**config.mk**
```make
export PLATFORM = sky130hd
export DESIGN_NAME = mem_lsu
export DESIGN_NICKNAME = d
export VERILOG_FILES = /design/src/rtl/mem_lsu.sv
export SDC_FILE = /design/constraint.sdc
export NUM_CORES = 1
export LEC_CHECK = 0
export BUFFER_PORTS_ARGS = -buffer_cell sky130_fd_sc_hd__buf_2
export CAP_MARGIN = 20
export CORE_MARGIN = 5
export CORE_UTILIZATION = 55
export CTS_CLUSTER_SIZE = 12
export DETAILED_ROUTE_END_ITERATION = 12
export PLACE_DENSITY = 0.87
export REMOVE_ABC_BUFFERS = 1
export SLEW_MARGIN = 20
export SYNTH_ARGS = -nofsm -noshare
export SYNTH_HDL_FRONTEND = slang
export SYNTH_SLANG_ARGS = --single-unit
```
**constraint.sdc**
```tcl
create_clock -name clk_i -period 9.1 [get_ports clk_i]
set_clock_uncertainty 0.2 [all_clocks]
set_input_delay 1.82 -clock clk_i [delete_from_list [all_inputs] [get_ports clk_i]]
set_output_delay 1.82 -clock clk_i [all_outputs]
set_load 0.02 [all_outputs]
```
**src/rtl/mem_lsu.sv**
```systemverilog
// mem_lsu: load/store unit between the execute stage and mem_control.
// Takes one request at a time, checks alignment and window, drives the
// mem_control read port or its two-cycle write protocol, and returns a
// single-cycle response with load data or an error code.
module mem_lsu #(
   parameter logic [31:0] MEM_BASE     = 32'h0000_0000,
   parameter logic [31:0] MEM_SIZE     = 32'h0001_0000,
   parameter int          LOAD_LATENCY = 1
) (
   input  logic        clk_i,
   input  logic        rst_i,
   input  logic        req_valid_i,
   output logic        req_ready_o,
   input  logic        req_store_i,
   input  logic        req_sext_i,
   input  logic [1:0]  req_acc_i,
   input  logic [31:0] req_addr_i,
   input  logic [31:0] req_data_i,
   output logic        rsp_valid_o,
   output logic [31:0] rsp_data_o,
   output logic [1:0]  rsp_err_o,
   output logic        mem_sext_o,
   output logic [1:0]  mem_acc_r_o,
   output logic [31:0] mem_addr_r_o,
   input  logic [31:0] mem_data_r_i,
   output logic        mem_wr_en_o,
   output logic [1:0]  mem_acc_w_o,
   output logic [31:0] mem_addr_w_o,
   output logic [31:0] mem_data_w_o,
   input  logic        mem_wr_ready_i
);

   localparam logic [1:0] ACC_BYTE  = 2'b00;
   localparam logic [1:0] ACC_HALF  = 2'b01;
   localparam logic [1:0] ACC_WORD  = 2'b10;
   localparam logic [1:0] ERR_OK    = 2'd0;
   localparam logic [1:0] ERR_ALIGN = 2'd1;
   localparam logic [1:0] ERR_FAULT = 2'd2;
   localparam logic [2:0] LAT_INIT  = 3'(LOAD_LATENCY);

   typedef enum logic [2:0] {
      ST_IDLE          = 3'd0,
      ST_LOAD_WAIT     = 3'd1,
      ST_STORE_ISSUE   = 3'd2,
      ST_STORE_PENDING = 3'd3,
      ST_RESP          = 3'd4
   } state_t;

   state_t      state_q, state_d;
   logic [2:0]  cnt_q, cnt_d;
   logic        rsp_valid_q, rsp_valid_d;
   logic [31:0] rsp_data_q, rsp_data_d;
   logic [1:0]  rsp_err_q, rsp_err_d;
   logic        mem_sext_q, mem_sext_d;
   logic [1:0]  mem_acc_r_q, mem_acc_r_d;
   logic [31:0] mem_addr_r_q, mem_addr_r_d;
   logic [1:0]  mem_acc_w_q, mem_acc_w_d;
   logic [31:0] mem_addr_w_q, mem_addr_w_d;
   logic [31:0] mem_data_w_q, mem_data_w_d;

   logic [32:0] nbytes_s, first_s, last_s, win_lo_s, win_hi_s;
   logic        misalign_s, in_window_s;

   // Alignment/legality and 33-bit window check of the incoming request.
   always_comb begin
      nbytes_s   = 33'd1;
      misalign_s = 1'b0;
      case (req_acc_i)
         ACC_BYTE: begin
            nbytes_s   = 33'd1;
            misalign_s = 1'b0;
         end
         ACC_HALF: begin
            nbytes_s   = 33'd2;
            misalign_s = req_addr_i[0];
         end
         ACC_WORD: begin
            nbytes_s   = 33'd4;
            misalign_s = |req_addr_i[1:0];
         end
         default: begin
            nbytes_s   = 33'd1;
            misalign_s = 1'b1;
         end
      endcase
      first_s     = {1'b0, req_addr_i};
      last_s      = first_s + nbytes_s - 33'd1;
      win_lo_s    = {1'b0, MEM_BASE};
      win_hi_s    = {1'b0, MEM_BASE} + {1'b0, MEM_SIZE};
      in_window_s = (first_s >= win_lo_s) && (last_s < win_hi_s);
   end

   // Next-state and next-register computation for the request sequencer.
   always_comb begin
      state_d      = state_q;
      cnt_d        = cnt_q;
      rsp_valid_d  = 1'b0;
      rsp_data_d   = rsp_data_q;
      rsp_err_d    = rsp_err_q;
      mem_sext_d   = mem_sext_q;
      mem_acc_r_d  = mem_acc_r_q;
      mem_addr_r_d = mem_addr_r_q;
      mem_acc_w_d  = mem_acc_w_q;
      mem_addr_w_d = mem_addr_w_q;
      mem_data_w_d = mem_data_w_q;
      case (state_q)
         ST_IDLE: begin
            if (req_valid_i) begin
               if (misalign_s) begin
                  state_d     = ST_RESP;
                  rsp_valid_d = 1'b1;
                  rsp_data_d  = 32'd0;
                  rsp_err_d   = ERR_ALIGN;
               end else if (!in_window_s) begin
                  state_d     = ST_RESP;
                  rsp_valid_d = 1'b1;
                  rsp_data_d  = 32'd0;
                  rsp_err_d   = ERR_FAULT;
               end else if (req_store_i) begin
                  state_d      = ST_STORE_ISSUE;
                  mem_acc_w_d  = req_acc_i;
                  mem_addr_w_d = req_addr_i;
                  mem_data_w_d = req_data_i;
               end else begin
                  state_d      = ST_LOAD_WAIT;
                  cnt_d        = LAT_INIT;
                  mem_sext_d   = req_sext_i;
                  mem_acc_r_d  = req_acc_i;
                  mem_addr_r_d = req_addr_i;
               end
            end else begin
               state_d = ST_IDLE;
            end
         end
         ST_LOAD_WAIT: begin
            cnt_d = cnt_q - 3'd1;
            if (cnt_q == 3'd1) begin
               state_d     = ST_RESP;
               rsp_valid_d = 1'b1;
               rsp_data_d  = mem_data_r_i;
               rsp_err_d   = ERR_OK;
            end else begin
               state_d = ST_LOAD_WAIT;
            end
         end
         ST_STORE_ISSUE: begin
            if (mem_wr_ready_i) begin
               state_d = ST_STORE_PENDING;
            end else begin
               state_d = ST_STORE_ISSUE;
            end
         end
         ST_STORE_PENDING: begin
            // Write port stays put: mem_control commits it during this cycle.
            state_d     = ST_RESP;
            rsp_valid_d = 1'b1;
            rsp_data_d  = 32'd0;
            rsp_err_d   = ERR_OK;
         end
         ST_RESP: begin
            state_d = ST_IDLE;
         end
         default: begin
            state_d = ST_IDLE;
         end
      endcase
   end

   // State and output registers with synchronous reset.
   always_ff @(posedge clk_i) begin
      if (rst_i) begin
         state_q      <= ST_IDLE;
         cnt_q        <= 3'd0;
         rsp_valid_q  <= 1'b0;
         rsp_data_q   <= 32'd0;
         rsp_err_q    <= 2'd0;
         mem_sext_q   <= 1'b0;
         mem_acc_r_q  <= 2'd0;
         mem_addr_r_q <= 32'd0;
         mem_acc_w_q  <= 2'd0;
         mem_addr_w_q <= 32'd0;
         mem_data_w_q <= 32'd0;
      end else begin
         state_q      <= state_d;
         cnt_q        <= cnt_d;
         rsp_valid_q  <= rsp_valid_d;
         rsp_data_q   <= rsp_data_d;
         rsp_err_q    <= rsp_err_d;
         mem_sext_q   <= mem_sext_d;
         mem_acc_r_q  <= mem_acc_r_d;
         mem_addr_r_q <= mem_addr_r_d;
         mem_acc_w_q  <= mem_acc_w_d;
         mem_addr_w_q <= mem_addr_w_d;
         mem_data_w_q <= mem_data_w_d;
      end
   end

   // Ready and write-enable are state decodes, both forced low while in reset.
   assign req_ready_o  = (state_q == ST_IDLE) && !rst_i;
   assign mem_wr_en_o  = (state_q == ST_STORE_ISSUE) && mem_wr_ready_i && !rst_i;
   assign rsp_valid_o  = rsp_valid_q;
   assign rsp_data_o   = rsp_data_q;
   assign rsp_err_o    = rsp_err_q;
   assign mem_sext_o   = mem_sext_q;
   assign mem_acc_r_o  = mem_acc_r_q;
   assign mem_addr_r_o = mem_addr_r_q;
   assign mem_acc_w_o  = mem_acc_w_q;
   assign mem_addr_w_o = mem_addr_w_q;
   assign mem_data_w_o = mem_data_w_q;

endmodule

```
==> flow_summary.toml <==
[grt]
groute.usage.overall = 0.242
grt_antenna_before_repair = 0
globalRouteOverflowTotal = 0
grt_pass1_vias = 6066
maximum_number_of_pins_on_one_net_before_global_route_repair = 64
global_route_wire_length_before_repair_um = 29400

[setup_path]
crit_family = "simple AND/OR/NAND/NOR gates"
worstPathCellList = "buf_2, inv_1, ha_1, inv_1, ha_1, inv_1, ha_1, or2_1, a21oi_1, nor4_1, or4b_4, a2111oi_2, a31oi_1, a2111oi_4, nand4_1, buf_4, mux2i_1, nor2_1"
critical-path-slowest-cell = "sky130_fd_sc_hd__nand4_1"
timing.critical_path.from_type = "input pin"
timing.critical_path.from = "req_acc_i[0]"
setup.worst_path.class = "input pin to register"
critical_path_required_ns = 9.18
crit_buf_inv = 5
setup.worst_path.end_class = "register"
critical_path_peak_fanout = 26
worst_flop_to_flop_path_startpoint = "state_q[2]"
critPathArrivalTime_ns = 6.26
worst_path_largest_cell_delay_ns = 0.78

[timing]
timing.setup.tns_ns = 0
finalSetupViolations = 0
post_route_fraction_of_the_period_consumed_by_the_critical_path = 0.679
rsz_0062_raised_after_global_routing = "no"
report.final.hold_viol_count = 0
post-route-min-period_ns = 6.17
slew_violations = 0
worst_slew_pin_slew_ns = 0.903
max_slew_margin = 0.396
fmax_ghz = 0.162

[floorplan]
rows = 41
initial_core_util = 0.559
pin_count = 242
design.core.area_mm2 = 0.0126
die_width_um = 123
fp.dieArea_mm2 = 0.0151
die_height_um = 123

[synth]
dominantRegCellSynth = "sky130_fd_sc_hd__dfxtp_1"
synth_largest_area_cell = "sky130_fd_sc_hd__dfxtp_1"
seq_area_frac_synth = 0.404
async_flop_share = 0
post_synth_edffs = 0
syn-instance-count = 768
yosys_register_bits = 142
yosysWarningCount = 0
postSynthAreaPerCell_um2 = 9.15
synth_area_leaders = "sky130_fd_sc_hd__dfxtp_1, sky130_fd_sc_hd__mux2i_1, sky130_fd_sc_hd__nor2_1"
synth_top_area_share = 0.404
netlist-cell-type-count = 59
post_syn_area_mm2 = 0.00703

[clocking]
worst_setup_hold_path_clk_slew_ns = 0.06
clock_latency_ns = 0.43
cts-buffers-inserted = 17
cts_setup_buffers = 0
cts_repair_resize_count = 0
cts_max_path_buffers = 2
postCtsHoldBufs = 0
cts_max_level = 4
sinks_on_clock_net = 142
cts_tree = "done"
ctsRootBufferMaster = "sky130_fd_sc_hd__clkbuf_16"

[final_layout]
num_antenna_cells = 0
nFillCells = 963
share_of_final_layout_standard_cells_stronger_than_drive_strength_1 = 0.286
syn_to_final_growth_pct = 26.7
final_core_utilization = 0.709
final_cells = 1178
final_nets = 1135

[power_and_ir_drop]
p_total_mw = 1.56
power.static_leakage_nw = 4.97
vdd_ir_drop_max_mv = 0.112
pwr_density_cell_mw_per_mm2 = 175

[routing]
firstDrtPassIters = 5
drt_iter0_drc = 587
vias = 6568
post_drt_via_cell_ratio = 5.58
ant_nets = 0
wl_met1_um = 7780
detail_route.wl_per_cell_um = 16.2
top_layer = "met4"
detail_route.drc_violations = 0
wl_met3_um = 1680
dr_wl_met2_um = 9210
total_routed_wirelength_um = 19100

[outcome]
outcome = "complete, no violations"

[placement]
dp_cells = 1146
count_of_input_and_output_buffers = 241
gp_congestion = 0.946
post-dp-hpwl_um = 14200

[flow_run]
max-cap-violations = 0

[min_path]
hold_path_class = "register to register"
worst_hold_startpoint = "rsp_data_o[13]"
==> placed cells by master, fill, tap and decap left out, drive strengths merged, types with 4 or more instances in the layout <==
master | netlist | layout
o21a | 10 | 10
nor3 | 13 | 13
nand4 | 13 | 13
nand3 | 9 | 9
a22o | 32 | 32
nor2b | 5 | 5
o21ai | 21 | 21
inv | 44 | 49
nor4 | 5 | 5
dfxtp | 142 | 142
a21o | 7 | 7
nand2 | 29 | 29
a211oi | 5 | 5
mux2i | 104 | 104
a21oi | 48 | 48
a311oi | 6 | 6
a31oi | 4 | 4
o211ai | 5 | 5
ha | 38 | 38
clkbuf | 25 | 18
or3 | 5 | 5
nor2 | 131 | 131
buf | 15 | 246
bufinv | 0 | 4
nand3b | 6 | 6
==> cells by family after synthesis <==
family | synth area share
XOR/XNOR | 0.00730
AO/OA/AOI/OAI | 0.163
flip-flops | 0.404
buffers and inverters | 0.0575
adder cells (fa/ha/maj) | 0.0676
multiplexers | 0.148
AND/OR/NAND/NOR | 0.152
==> worst paths after layout <==
path                 endpoint  cells after the start  slack, ns
min            rsp_data_o[13]                      1       0.27
min reg2reg    rsp_data_o[13]                      1       0.27
max reg2reg  mem_addr_w_o[26]                      6       5.98
max          mem_addr_r_o[17]                     18       2.93
==> flip-flops by register name, summed over array words and instances (netlist names), 3 cells and up <==
name,flops
cnt_q,3
mem_addr_r_o,32
mem_addr_w_o,32
mem_data_w_o,32
rsp_data_o,32
state_q,3
==> metal layers <==
layer  global-route usage  up-vias
met5                    0        -
met2                0.401      290
met3               0.0718       48
met4               0.0907        0
li1                     -     3201
met1                0.299     3029
==> worst register-to-register path: cells and delay by family, from the launching register on <==
family	cells	cell delay [ns]
flops	1	0.38
simple gates	4	1.58
mux	1	0.28
buf+inv	1	0.55
==> report_power, final <==
group / total (mW) / switching (mW) / leakage (nW) / internal [mW]
clock: 0.752 / 0.280 / 0.311 / 0.472
combinational: 0.185 / 0.115 / 3.52 / 0.0704
sequential: 0.624 / 0.000882 / 1.14 / 0.623
total: 1.56 / 0.395 / 4.97 / 1.17
==> per-stage QoR <==
step                      hold slack, ns  setup slack, ns  cell area [um^2]
after floorplan                    0.266             2.40              6790
after global placement             0.251             2.62              8270
final                              0.270             2.93              8910
after CTS                          0.273             2.94              8910
after global routing               0.289             2.61              8910
after detailed placement           0.250             2.50              8270
==> Yosys cell counts, drive strengths merged, types with 13 or more instances <==
cell and count:
a21oi 48, a22o 32, buf 15, clkbuf 25, dfxtp 142, ha 38
inv 44, mux2i 104, nand2 29, nand4 13, nor2 131, nor3 13
o21ai 21
==> final cells by class <==
class / count / area, um^2 / area share
clock buffer: 18 / 439 / 0.0493
timing repair buffer: 246 / 1250 / 0.140
tap: 172 / 215 / 0.0242
multi-input combinational: 542 / 3800 / 0.426
sequential: 142 / 2840 / 0.319
clock inverter: 14 / 206 / 0.0232
inverter: 44 / 165 / 0.0185
(Power assumes the default switching activity.)
